## src/rtl/wallace_accum_seq_if.sv

```systemverilog
// Purpose: command, operand-beat and result channels of wallace_accum_seq.
// Latency: none (signal bundle only).
// Backpressure: valid/ready on each of the cmd, op and res channels.
interface wallace_accum_seq_if #(
    parameter int W  = 32,
    parameter int N  = 4,
    parameter int CW = 8
);
    logic                 cmd_valid;
    logic                 cmd_ready;
    logic [CW-1:0]        cmd_count;
    logic [W-1:0]         cmd_init;
    logic                 op_valid;
    logic                 op_ready;
    logic [(N-1)*W-1:0]   op_data;
    logic                 res_valid;
    logic                 res_ready;
    logic [W-1:0]         res_data;
    logic                 res_ovf;

    // Producer/consumer side
    modport master (
        output cmd_valid, cmd_count, cmd_init, op_valid, op_data, res_ready,
        input  cmd_ready, op_ready, res_valid, res_data, res_ovf
    );

    // Sequencer side
    modport slave (
        input  cmd_valid, cmd_count, cmd_init, op_valid, op_data, res_ready,
        output cmd_ready, op_ready, res_valid, res_data, res_ovf
    );
endinterface

```

## src/rtl/wallace_accum_seq.sv

```systemverilog
// Purpose: folds a stream of N-1-lane operand beats into one W-bit sum with a single N-input adder; optional WALLACE_ACCUM_SEQ_OVF_EN adds a sticky carry-out flag.
// Latency: one beat per cycle; result valid the cycle after the last beat (cycle after command for count 0).
// Backpressure: cmd/op/res ready-valid outputs are registered state decodes; ACCUM stalls on op_valid low, DONE holds until res_ready.
module wallace_accum_seq #(
    parameter int W  = 32,
    parameter int N  = 4,
    parameter int CW = 8
) (
    input  logic               clk,
    input  logic               rst,
    wallace_accum_seq_if.slave bus
);
    localparam int L = N - 1;
`ifdef WALLACE_ACCUM_SEQ_OVF_EN
    localparam int G  = $clog2(N);
    localparam int AW = W + G;
`else
    localparam int AW = W;
`endif

    typedef enum logic [1:0] {IDLE, ACCUM, DONE} state_t;

    state_t        state;
    logic [W-1:0]  acc;
    logic [CW-1:0] rem;
    logic [CW-1:0] rem_next;
    logic          cmd_ready_q;
    logic          op_ready_q;
    logic          res_valid_q;
    logic [N*AW-1:0] add_in;
    logic [AW-1:0]   add_sum;
`ifdef WALLACE_ACCUM_SEQ_OVF_EN
    logic          ovf;
`endif

    // Slot 0 carries the running total; lanes at or beyond rem are zeroed so pad lanes never count
    always_comb begin
        add_in = '0;
        add_in[0 +: AW] = AW'(acc);
        for (int j = 0; j < L; j++) begin
            if (j < int'(rem)) begin
                add_in[(j+1)*AW +: AW] = AW'(bus.op_data[j*W +: W]);
            end
        end
    end

    // Operands still owed after this beat, saturating at zero on a partial final beat
    always_comb begin
        rem_next = '0;
        if (int'(rem) > L) begin
            rem_next = rem - CW'(L);
        end
    end

    wallace_adder #(.W(AW), .N(N)) u_adder (
        .in_data (add_in),
        .sum     (add_sum)
    );

    // Control FSM; handshake outputs are registered alongside the state they decode
    always_ff @(posedge clk) begin
        if (rst) begin
            state       <= IDLE;
            acc         <= '0;
            rem         <= '0;
            cmd_ready_q <= 1'b1;
            op_ready_q  <= 1'b0;
            res_valid_q <= 1'b0;
`ifdef WALLACE_ACCUM_SEQ_OVF_EN
            ovf         <= 1'b0;
`endif
        end else begin
            case (state)
                IDLE: begin
                    if (bus.cmd_valid && cmd_ready_q) begin
                        acc         <= bus.cmd_init;
                        rem         <= bus.cmd_count;
                        cmd_ready_q <= 1'b0;
`ifdef WALLACE_ACCUM_SEQ_OVF_EN
                        ovf         <= 1'b0;
`endif
                        if (bus.cmd_count != '0) begin
                            state      <= ACCUM;
                            op_ready_q <= 1'b1;
                        end else begin
                            state       <= DONE;
                            res_valid_q <= 1'b1;
                        end
                    end
                end
                ACCUM: begin
                    if (bus.op_valid && op_ready_q) begin
                        acc <= add_sum[W-1:0];
                        rem <= rem_next;
`ifdef WALLACE_ACCUM_SEQ_OVF_EN
                        if (|add_sum[AW-1:W]) begin
                            ovf <= 1'b1;
                        end
`endif
                        if (rem_next == '0) begin
                            state       <= DONE;
                            op_ready_q  <= 1'b0;
                            res_valid_q <= 1'b1;
                        end
                    end
                end
                DONE: begin
                    if (bus.res_ready && res_valid_q) begin
                        state       <= IDLE;
                        res_valid_q <= 1'b0;
                        cmd_ready_q <= 1'b1;
                    end
                end
                default: begin
                    state       <= IDLE;
                    cmd_ready_q <= 1'b1;
                    op_ready_q  <= 1'b0;
                    res_valid_q <= 1'b0;
                end
            endcase
        end
    end

    assign bus.cmd_ready = cmd_ready_q;
    assign bus.op_ready  = op_ready_q;
    assign bus.res_valid = res_valid_q;
    assign bus.res_data  = acc;
`ifdef WALLACE_ACCUM_SEQ_OVF_EN
    assign bus.res_ovf   = ovf;
`else
    assign bus.res_ovf   = 1'b0;
`endif
endmodule

// Purpose: N-operand adder built from 3:2 carry-save compressors and one final carry-propagate add.
// Latency: combinational.
// Backpressure: none.
module wallace_adder #(
    parameter int W = 32,
    parameter int N = 4
) (
    input  logic [N*W-1:0] in_data,
    output logic [W-1:0]   sum
);
    logic [W-1:0] s;
    logic [W-1:0] c;
    logic [W-1:0] t;
    logic [W-1:0] nc;

    // Compress each extra operand into the sum/carry pair, then resolve carries once
    always_comb begin
        s  = in_data[0 +: W];
        c  = in_data[W +: W];
        t  = '0;
        nc = '0;
        for (int i = 2; i < N; i++) begin
            t  = in_data[i*W +: W];
            nc = ((s & c) | (s & t) | (c & t)) << 1;
            s  = s ^ c ^ t;
            c  = nc;
        end
        sum = s + c;
    end
endmodule
```

## src/flat_wrapper.sv

```systemverilog
// flat-port wrapper written by rule: the top's interface ports become plain ports
module wallace_accum_seq_flat 
#(
    parameter int W  = 32,
    parameter int N  = 4,
    parameter int CW = 8
)
  (clk, rst, bus_cmd_valid, bus_cmd_count, bus_cmd_init, bus_op_valid, bus_op_data, bus_res_ready, bus_cmd_ready, bus_op_ready, bus_res_valid, bus_res_data, bus_res_ovf);
  wallace_accum_seq_if #(.W(W), .N(N), .CW(CW)) bus_i ();
  input  logic clk;
  input  logic rst;
  input wire logic [$bits(bus_i.cmd_valid)-1:0] bus_cmd_valid;
  input wire logic [$bits(bus_i.cmd_count)-1:0] bus_cmd_count;
  input wire logic [$bits(bus_i.cmd_init)-1:0] bus_cmd_init;
  input wire logic [$bits(bus_i.op_valid)-1:0] bus_op_valid;
  input wire logic [$bits(bus_i.op_data)-1:0] bus_op_data;
  input wire logic [$bits(bus_i.res_ready)-1:0] bus_res_ready;
  output wire logic [$bits(bus_i.cmd_ready)-1:0] bus_cmd_ready;
  output wire logic [$bits(bus_i.op_ready)-1:0] bus_op_ready;
  output wire logic [$bits(bus_i.res_valid)-1:0] bus_res_valid;
  output wire logic [$bits(bus_i.res_data)-1:0] bus_res_data;
  output wire logic [$bits(bus_i.res_ovf)-1:0] bus_res_ovf;
  assign bus_i.cmd_valid = bus_cmd_valid;
  assign bus_i.cmd_count = bus_cmd_count;
  assign bus_i.cmd_init = bus_cmd_init;
  assign bus_i.op_valid = bus_op_valid;
  assign bus_i.op_data = bus_op_data;
  assign bus_i.res_ready = bus_res_ready;
  assign bus_cmd_ready = bus_i.cmd_ready;
  assign bus_op_ready = bus_i.op_ready;
  assign bus_res_valid = bus_i.res_valid;
  assign bus_res_data = bus_i.res_data;
  assign bus_res_ovf = bus_i.res_ovf;
  wallace_accum_seq #(.W(W), .N(N), .CW(CW)) u_core (.clk(clk), .rst(rst), .bus(bus_i));
endmodule
```

## config.mk

```make
export PLATFORM = sky130hd
export DESIGN_NAME = wallace_accum_seq_flat
export DESIGN_NICKNAME = d
export VERILOG_FILES = /design/src/rtl/wallace_accum_seq_if.sv /design/src/rtl/wallace_accum_seq.sv /design/src/flat_wrapper.sv
export SDC_FILE = /design/constraint.sdc
export NUM_CORES = 1
export LEC_CHECK = 0
export CAP_MARGIN = 20
export CORE_MARGIN = 2
export CORE_UTILIZATION = 35
export CTS_BUF_LIST = sky130_fd_sc_hd__clkbuf_16
export CTS_CLUSTER_DIAMETER = 80
export DETAILED_ROUTE_END_ITERATION = 6
export SLEW_MARGIN = 20
export SYNTH_ARGS = -nofsm -noshare
export SYNTH_HDL_FRONTEND = slang
export SYNTH_HIERARCHICAL = 1
export SYNTH_SLANG_ARGS = --single-unit
export TNS_END_PERCENT = 5
```

## constraint.sdc

```tcl
create_clock -name clk -period 14.1 [get_ports clk]
set_clock_uncertainty 0.15 [all_clocks]
set_input_delay 4.23 -clock clk [delete_from_list [all_inputs] [get_ports clk]]
set_output_delay 4.23 -clock clk [all_outputs]
set_load 0.03 [all_outputs]
```

==> results.yml, run 1 <==
status:
  outcome: "finished clean"
placed_design:
  gp_congestion: 0.849
  dp_hpwl_mm: 14.9
  numPlacedInstances: 1264
  dpl_cell_area_sq_um: 8480
  numPortBuffers: 175
clock_network:
  cts_resized: 0
  path_clk_slew_ps: 70
  cts_buffers: 5
  cts_tree: "done"
  cts_sinks: 45
  clk_latency_ps: 300
  htree_num_levels: 2
  cts_max_path_buffers: 2
  clock-root-buffer: "clkbuf_16"
  postCtsSetupBuffers: 0
  postCtsHoldBufs: 0
logic_synthesis:
  syn_avg_cell_area_sq_um: 7.64
  synth-edff-count: 0
  yosysTopAreaCell: "fa_1"
  synth_most_common_cell: "inv_1"
  yosysSeqAreaShare_pct: 13.2
  synth-simple-area-share_pct: 23.5
  synthAdderAreaFrac_pct: 24.4
  ys_types: 72
  synth_compound_area_share_pct: 18.5
  ys_warn_count: 6
  netlist_area_sq_um: 6820
  synth_top_family_by_area: "adder cells"
  ys.flop_type: "dfxtp_1"
  synth_seq_cells: 45
  synthTopCellsByCount: "inv_1, nand2_1, nor2b_1"
  syn_inst: 893
  syn-num-nets: 1130
  synth.area.top_cells: "fa_1, dfxtp_1, inv_1"
  async_reset_ff_share_pct: 0
  netlist.area_leader.share_pct: 18.2
  synth_mux_area_share_pct: 0
  yosys.area_share.xor_xnor_pct: 4.24
hold_path:
  min_from: "u_core/bus.res_data[8]"
  holdPathStages: 2
  hold_end: "u_core/bus.res_data[8]"
  hold_path.class: "flop to flop"
grt:
  top_usage_layer: "met2"
  grtUsageMet3_pct: 3.60
  grt_use_met1_pct: 24.8
  grt_pass1_vias: 6078
  grtUsageTotal_pct: 18.6
  gr-usage-met2_pct: 31.8
  grt_max_degree: 68
  grt_pass1_wl_mm: 30.6
  overflow: 0
  antenna_found_initial: 0
setup_path:
  r2r_cells: 17
  r2r_slack_ps: 8520
  arrival_ps: 8190
  cp_data_required_time_ps: 14150
  worstSetupStartpointType: "primary input"
  cp_slowest_cell: "clkdlybuf4s50_1"
  crit_path_max_incr_delay_ps: 460
  crit_path_frequent_cell: "fa_1"
  path_cells: "clkdlybuf4s50_1 -> nor2b_1 -> fa_1 -> fa_1 -> ha_1 -> fa_1 -> a211oi_1 -> o21ai_2 -> a311oi_2 -> o21ai_1 -> a21oi_2 -> o21ai_1 -> xor2_1 -> nand2_1 -> a311oi_1"
  endpoint_kind: "flop"
  path_class: "primary input to flop"
  crit-reg2reg-launch: "u_core/rem[5]"
  r2r_end: "u_core/bus.res_data[21]"
  path_max_fanout: 3
power_and_ir_drop:
  clock_power_share_pct: 10.3
  total_power_mw: 1.54
  leakagePower_nw: 3.65
  powerDensity_nw_per_um2: 178
  cellInternalPower_mw: 0.751
  p_sw_mw: 0.792
  p_comb_share_pct: 79.2
  power_frac_seq_pct: 10.5
  ir_worst_vdd_mv: 0.0766
  switching_share_pct: 51.3
sta:
  fmax_ghz: 0.123
  final_max_slew_viol_count: 0
  worstMarginPinSlew_ps: 1010
  rsz0062_at_grt: "false"
  finalSetupViolCount: 0
  hold_viol: 0
  slew_headroom_pct: 32.8
  fin_crit_ps: 8140
  finalSetupTns_ps: 0
  fin_crit_sh_pct: 57.7
  timing.hold.ws_ps: 366
layout:
  num-nets-final: 1244
  fill_cells: 2020
  n_antenna_cell: 0
  syn2layout_area_growth_pct: 27.3
  drive_above_1_share_pct: 4.66
  stdcell_count: 1273
  stdcell_area_sq_um: 8680
drt:
  vias: 6188
  wl_per_cell_um: 15.0
  wl_mm: 19.1
  drtAntennaViolNets: 0
  routed_via_density: 4.86
  firstDrtPassIters: 4
  drtIter0Drc: 218
  route.detailed.drc: 0
die:
  die_w_um: 144
  pin_count: 177
  dieHeight_um: 144
  row_count: 51
  die_area_sq_um: 20600
  core_region_area_sq_um: 19300
  initial_core_util_pct: 35.4
flow_run:
  cap_viol_max_count: 0
==> state kept, by name, summed over array words and instances (netlist names) <==
signal                flops
u_core/bus.res_data      32
u_core/rem                8
u_core/state              2
u_core/bus.cmd_ready      1
u_core/bus.op_ready       1
u_core/bus.res_valid      1
==> critical path: cells and delay by family <==
| family | cells | cell delay, ps |
|---|---|---|
| xor gates and xnor gates | 1 | 140 |
| AOI/OAI and AO/OA | 7 | 1550 |
| buffers and inverters | 1 | 460 |
| and+or+nand+nor | 2 | 220 |
| adders and majority gates | 4 | 1580 |
==> cells in the final DEF, fill, tap and decap left out, drive strengths merged, types with 25 or more instances in the layout <==
master / n
nor2b: 66
ha: 34
and2: 38
inv: 165
fa: 62
nor2: 53
o21ai: 25
dfxtp: 45
a311oi: 36
clkdlybuf4s50: 174
a21oi: 47
nand2: 97
==> layout make-up <==
type	instances	area, sq um	area share [%]
multi-input cells	609	4840	55.8
repair buffers	181	1800	20.7
flip-flops and latches	45	901	10.4
inverters	165	619	7.13
well taps	265	332	3.82
clock buffers	5	125	1.44
clock inverters	3	65.1	0.749
==> metal layers <==
layer  up-vias  wire length [um]
met5         -                 0
met4         0               187
met3        16              1140
met1      2922              8690
li1       3089                 -
met2       161              9120
==> how the worst max path moves through the flow <==
| stage | from | to | slack [ps] | cells past startpoint |
|---|---|---|---|---|
| after floorplan | bus_op_data[1] | u_core/bus.res_data[21] | 6450 | 14 |
| after global placement | bus_op_data[33] | u_core/bus.res_data[31] | 5720 | 15 |
| after detailed placement | bus_op_data[1] | u_core/bus.res_data[31] | 5680 | 15 |
| after CTS | bus_op_data[33] | u_core/bus.res_data[31] | 5950 | 15 |
| after global routing | bus_op_data[33] | u_core/bus.res_data[21] | 5680 | 15 |
| final | bus_op_data[33] | u_core/bus.res_data[21] | 5960 | 15 |
==> cells by family after synthesis <==
group / count (synthesis)
and+or+nand+nor: 306
AOI/OAI and AO/OA: 173
other: 1
buffers and inverters: 239
xor gates and xnor gates: 33
adders and majority gates: 96
DFF: 45
==> per-stage QoR <==
step / setup slack, ps / utilization, %
finish: 5960 / 45.1
CTS: 5950 / 45.0
detailed placement: 5680 / 44.0
floorplan: 6450 / -
global route: 5680 / 45.1
global placement: 5720 / 44.0
==> power groups by stage <==
stage | sequential (mW) | clock (mW) | combinational, mW
CTS | 0.163 | 0.165 | 1.23
finish | 0.162 | 0.159 | 1.22
global placement | 0.166 | 0 | 1.22
global route | 0.165 | 0.167 | 1.38
floorplan | 0.159 | 0 | 0.938
detailed placement | 0.165 | 0 | 1.22
No activity file was read; power rests on OpenSTA's default activity.
==> inputs of run 2 (changes only) <==
==> constraint.sdc (replaced) <==
create_clock -name clk -period 6.87 [get_ports clk]
set_clock_uncertainty 0.15 [all_clocks]
set_input_delay 2.061 -clock clk [delete_from_list [all_inputs] [get_ports clk]]
set_output_delay 2.061 -clock clk [all_outputs]
set_load 0.03 [all_outputs]
==> results.yml, run 2 (synthesized netlist as in run 1, its figures left out) <==
status:
  outcome: "finished clean"
clock_network:
  cts_resized: 0
  postCtsHoldBufs: 0
  postCtsSetupBuffers: 0
  path_clk_slew_ps: 70
  clock-root-buffer: "clkbuf_16"
  htree_num_levels: 2
  cts_max_path_buffers: 2
  cts_tree: "done"
  cts_sinks: 45
  clk_latency_ps: 300
  cts_buffers: 5
drt:
  wl_mm: 19.4
  top_layer_used: "met4"
  route.met3.wl_mm: 1.15
  drtAntennaViolNets: 0
  wl_met2_mm: 9.13
  wl_met1_mm: 8.93
  drtIter0Drc: 234
  route.detailed.drc: 0
  firstDrtPassIters: 4
  routed_via_density: 4.85
  wl_per_cell_um: 15.2
  vias: 6182
sta:
  fin_crit_ps: 5950
  final_max_slew_viol_count: 0
  worstMarginPinSlew_ps: 994
  finalSetupViolCount: 0
  hold_viol: 0
  rsz0062_at_grt: "false"
  timing.hold.ws_ps: 366
  slew_headroom_pct: 33.7
  finalSetupTns_ps: 0
  fin_crit_sh_pct: 86.5
  fmax_ghz: 0.168
layout:
  syn2layout_area_growth_pct: 27.4
  fill_cells: 2043
  seq_area_sq_um: 901
  multi_input_area_sq_um: 4840
  drive_above_1_share_pct: 4.85
  layout_commonest_cell: "clkdlybuf4s50_1"
  largest_reg_flops: 32
  final_cell_mix: "clkdlybuf4s50_1, inv_1, nand2_1"
  num-nets-final: 1246
  n_antenna_cell: 0
setup_path:
  path_max_fanout: 3
  worstSetupStartpointType: "primary input"
  cp_top_family: "adder cells"
  r2r_slack_ps: 1450
  crit_path_max_incr_delay_ps: 530
  crit_path_frequent_cell: "fa_1"
  critPathBufInv: 1
  path_class: "primary input to flop"
  cp_slowest_cell: "fa_1"
  cp_data_required_time_ps: 6930
  endpoint_kind: "flop"
  path_cells: "clkdlybuf4s50_1 -> and2_1 -> fa_1 -> fa_1 -> ha_1 -> fa_1 -> a211oi_1 -> o21ai_2 -> a311oi_2 -> o21ai_1 -> a21oi_2 -> o21ai_1 -> xor2_1 -> nand2_1 -> a311oi_1"
  arrival_ps: 6000
grt:
  overflow: 0
  grt_max_degree: 45
  grt_pass1_vias: 6150
  grt_pass1_wl_mm: 31.0
  grtUsageTotal_pct: 18.9
  antenna_found_initial: 0
power_and_ir_drop:
  leakagePower_nw: 3.66
  ir_worst_vdd_mv: 0.143
  powerDensity_nw_per_um2: 365
die:
  pin_count: 177
  die_area_sq_um: 20600
  die_w_um: 144
  initial_core_util_pct: 35.4
  dieHeight_um: 144
  row_count: 51
  core_region_area_sq_um: 19300
hold_path:
  hold_path.class: "flop to flop"
placed_design:
  numPortBuffers: 175
  dp_hpwl_mm: 15.3
  gp_congestion: 0.870
flow_run:
  cap_viol_max_count: 0
-- run 2: cell count changes in the layout (fill, tap and decap cells not counted) --
cell   before  now
buf_6       1    0
buf_4       5    8
-- run 2: worst min-delay path, stage by stage (launching register included) --
cell	delay [ps]
dfxtp_1	320
nor2_1	100
a311oi_1	50
-- run 2: path summary, 6_finish.rpt --
| kind | end | start | cells after the start |
|---|---|---|---|
| min reg2reg | u_core/bus.res_data[6] | u_core/bus.res_data[6] | 2 |
| min | u_core/bus.res_data[6] | u_core/bus.res_data[6] | 2 |
| max reg2reg | u_core/bus.res_data[21] | u_core/rem[5] | 16 |
| max | u_core/bus.res_data[21] | bus_op_data[1] | 15 |
-- run 2: routing by layer --
metal	vias up	global-route usage [%]
li1	3103	-
met1	2909	25.3
met2	156	32.2
met3	14	3.23
met4	0	3.35
met5	-	0
-- run 2: through the flow --
stage | instances | cell area, sq um | power (mW) | worst slack (ps) | utilization [%]
finish | 1275 | 8690 | 3.18 | 924 | 45.1
global route | 1275 | 8690 | 3.52 | 669 | 45.1
CTS | 1275 | 8690 | 3.20 | 899 | 45.1
detailed placement | 1267 | 8500 | 2.84 | 618 | 44.1
global placement | 1267 | 8500 | 2.85 | 648 | 44.1
floorplan | 893 | 6820 | 2.25 | 1390 | -
-- run 2: area by class of cell --
type	count	area share [%]
multi-input combinational	609	55.7
timing repair buffer	183	20.8
sequential	45	10.4
inverter	165	7.12
tap	265	3.81
clock buffer	5	1.44
clock inverter	3	0.748
-- run 2: power by group --
group / leakage, nW / switching, mW / internal, mW / total [mW]
registers: 0.371 / 0.0396 / 0.294 / 0.333
clock network: 0.0938 / 0.119 / 0.208 / 0.327
logic: 3.19 / 1.47 / 1.04 / 2.52
==> inputs of run 3 (changes only) <==
--- a/config.mk
+++ b/config.mk
@@ -11,9 +11,9 @@
 export CTS_BUF_LIST = sky130_fd_sc_hd__clkbuf_16
 export CTS_CLUSTER_DIAMETER = 80
 export DETAILED_ROUTE_END_ITERATION = 6
+export PLACE_DENSITY = 0.65
 export SLEW_MARGIN = 20
 export SYNTH_ARGS = -nofsm -noshare
 export SYNTH_HDL_FRONTEND = slang
-export SYNTH_HIERARCHICAL = 1
 export SYNTH_SLANG_ARGS = --single-unit
-export TNS_END_PERCENT = 5
+export TNS_END_PERCENT = 30
==> results.yml, run 3 <==
grt:
  overflow: 0
  grt_max_degree: 52
  antenna_found_initial: 0
  grtUsageTotal_pct: 19.6
  grt_pass1_wl_mm: 28.3
  grt_pass1_vias: 5572
placed_design:
  pre_cts_ws_ps: 445
  numPortBuffers: 175
  gp_congestion: 0.848
  dp_hpwl_mm: 13.5
  numPlacedInstances: 1077
drt:
  wl_per_cell_um: 15.8
  route.detailed.drc: 0
  drtAntennaViolNets: 0
  vias: 5513
  firstDrtPassIters: 5
  wl_mm: 17.1
  routed_via_density: 5.08
  drtIter0Drc: 271
setup_path:
  cp_data_required_time_ps: 6910
  path_class: "primary input to flop"
  worstSetupStartpointType: "primary input"
  arrival_ps: 6200
  endpoint_kind: "flop"
  r2r_slack_ps: 990
  crit-reg2reg-launch: "u_core.rem[4]"
  r2r_end: "u_core.bus.res_data[29]"
  path_max_fanout: 5
  r2r_cells: 18
clock_network:
  path_clk_slew_ps: 70
  clock-root-buffer: "clkbuf_16"
  postCtsSetupBuffers: 0
  cts_buffers: 5
  cts_max_path_buffers: 2
  postCtsHoldBufs: 0
  cts_sinks: 45
  htree_num_levels: 2
  cts_tree: "done"
  cts_resized: 0
  clk_latency_ps: 290
layout:
  utilization_pct: 47.8
  layout_commonest_cell: "clkdlybuf4s50_1"
  n_antenna_cell: 0
  stdcell_count: 1085
  num-nets-final: 1100
  drive_above_1_share_pct: 3.70
  largest_reg_flops: 32
  syn2layout_area_growth_pct: 35.0
  final_cell_mix: "clkdlybuf4s50_1, nand2_1, fa_1"
die:
  row_count: 47
  core_region_area_sq_um: 16400
  pin_count: 177
  die_area_sq_um: 17700
  die_w_um: 133
  initial_core_util_pct: 35.4
  dieHeight_um: 133
hold_path:
  min_from: "u_core.bus.res_data[18]"
  holdPathStages: 2
  hold_end: "u_core.bus.res_data[18]"
  hold_path.class: "flop to flop"
sta:
  setup_slack_ps: 707
  finalSetupTns_ps: 0
  fin_crit_ps: 6160
  rsz0062_at_grt: "false"
  fmax_ghz: 0.162
  worstMarginPinSlew_ps: 1090
  hold_viol: 0
  fin_crit_sh_pct: 89.7
  slew_headroom_pct: 27.6
  finalSetupViolCount: 0
  final_max_slew_viol_count: 0
logic_synthesis:
  ys_types: 66
  synth_most_common_cell: "nand2_1"
  yosysTopAreaCell: "fa_1"
  ys_warn_count: 0
  ys.flop_type: "dfxtp_1"
  syn_avg_cell_area_sq_um: 8.08
  synthTopCellsByCount: "nand2_1, fa_1, nor2_1"
  async_reset_ff_share_pct: 0
  synth-edff-count: 0
  synth.area.top_cells: "fa_1, dfxtp_1, ha_1"
  netlist_area_sq_um: 5810
  netlist.area_leader.share_pct: 21.4
  syn-num-nets: 955
  syn_inst: 719
  yosysSeqAreaShare_pct: 15.5
  synth_seq_cells: 45
flow_run:
  cap_viol_max_count: 0
status:
  outcome: "finished clean"
-- run 3: how the worst max path moves through the flow --
stage	cells after the start	endpoint	slack, ps	start
finish	16	u_core.bus.res_data[29]	710	bus_op_data[33]
global route	16	u_core.bus.res_data[29]	510	bus_op_data[33]
CTS	16	u_core.bus.res_data[29]	730	bus_op_data[33]
detailed placement	16	u_core.bus.res_data[29]	450	bus_op_data[33]
global placement	16	u_core.bus.res_data[29]	470	bus_op_data[33]
floorplan	15	u_core.bus.res_data[29]	1150	bus_op_data[1]
-- run 3: cell families (layout without fill, tap and decap cells) --
group,after synthesis,after routing,synth area share [%]
AND/OR/NAND/NOR,286,286,24.9
multiplexers,4,4,0.775
buffers and inverters,87,233,6.01
AO/OA/AOI/OAI,173,173,20.1
adder cells (fa/ha/maj),95,95,28.5
XOR/XNOR,28,28,4.22
flip-flops,45,45,15.5
other,1,1,0.0645
-- run 3: per-layer routing --
metal  share of wire [%]  vias to the layer above  track usage, %  wire length (um)
li1                    -                     2744               -                 -
met1                  47                     2604            27.6              8110
met2                  46                      151            32.3              7930
met3                 4.6                       14            2.84               791
met4                 1.5                        0            3.64               256
met5                   0                        -               0                 0
-- run 3: worst max-delay path, cell delays in order --
cell and delay, ps:
clkdlybuf4s50_1 440, nor2b_1 150, fa_1 450, fa_1 550, ha_1 160, inv_1 50
fa_1 380, nand2b_1 210, a21oi_2 210, o21ai_2 110, o21ai_4 200, a311oi_4 160
o21ai_4 260, nand4_2 130, mux2_4 330, a2111oi_4 330
-- run 3: final cells by class --
class,instances,area (sq um)
clock buffers,5,125
repair buffers,182,1800
inverters,43,161
flip-flops and latches,45,901
clock inverters,3,11.3
multi-input cells,587,4570
fillers,1595,8560
well taps,220,275
-- run 3: metrics by stage --
stage	hold slack [ps]	instance area, sq um
after global routing	390	7850
after detailed placement	359	7710
final	362	7850
after CTS	367	7850
after floorplan	345	5810
after global placement	350	7710
Power of run 3 is left out: the tool's default activity adds up to more than one toggle a clock period on the data nets, which glitch-free logic cannot reach.
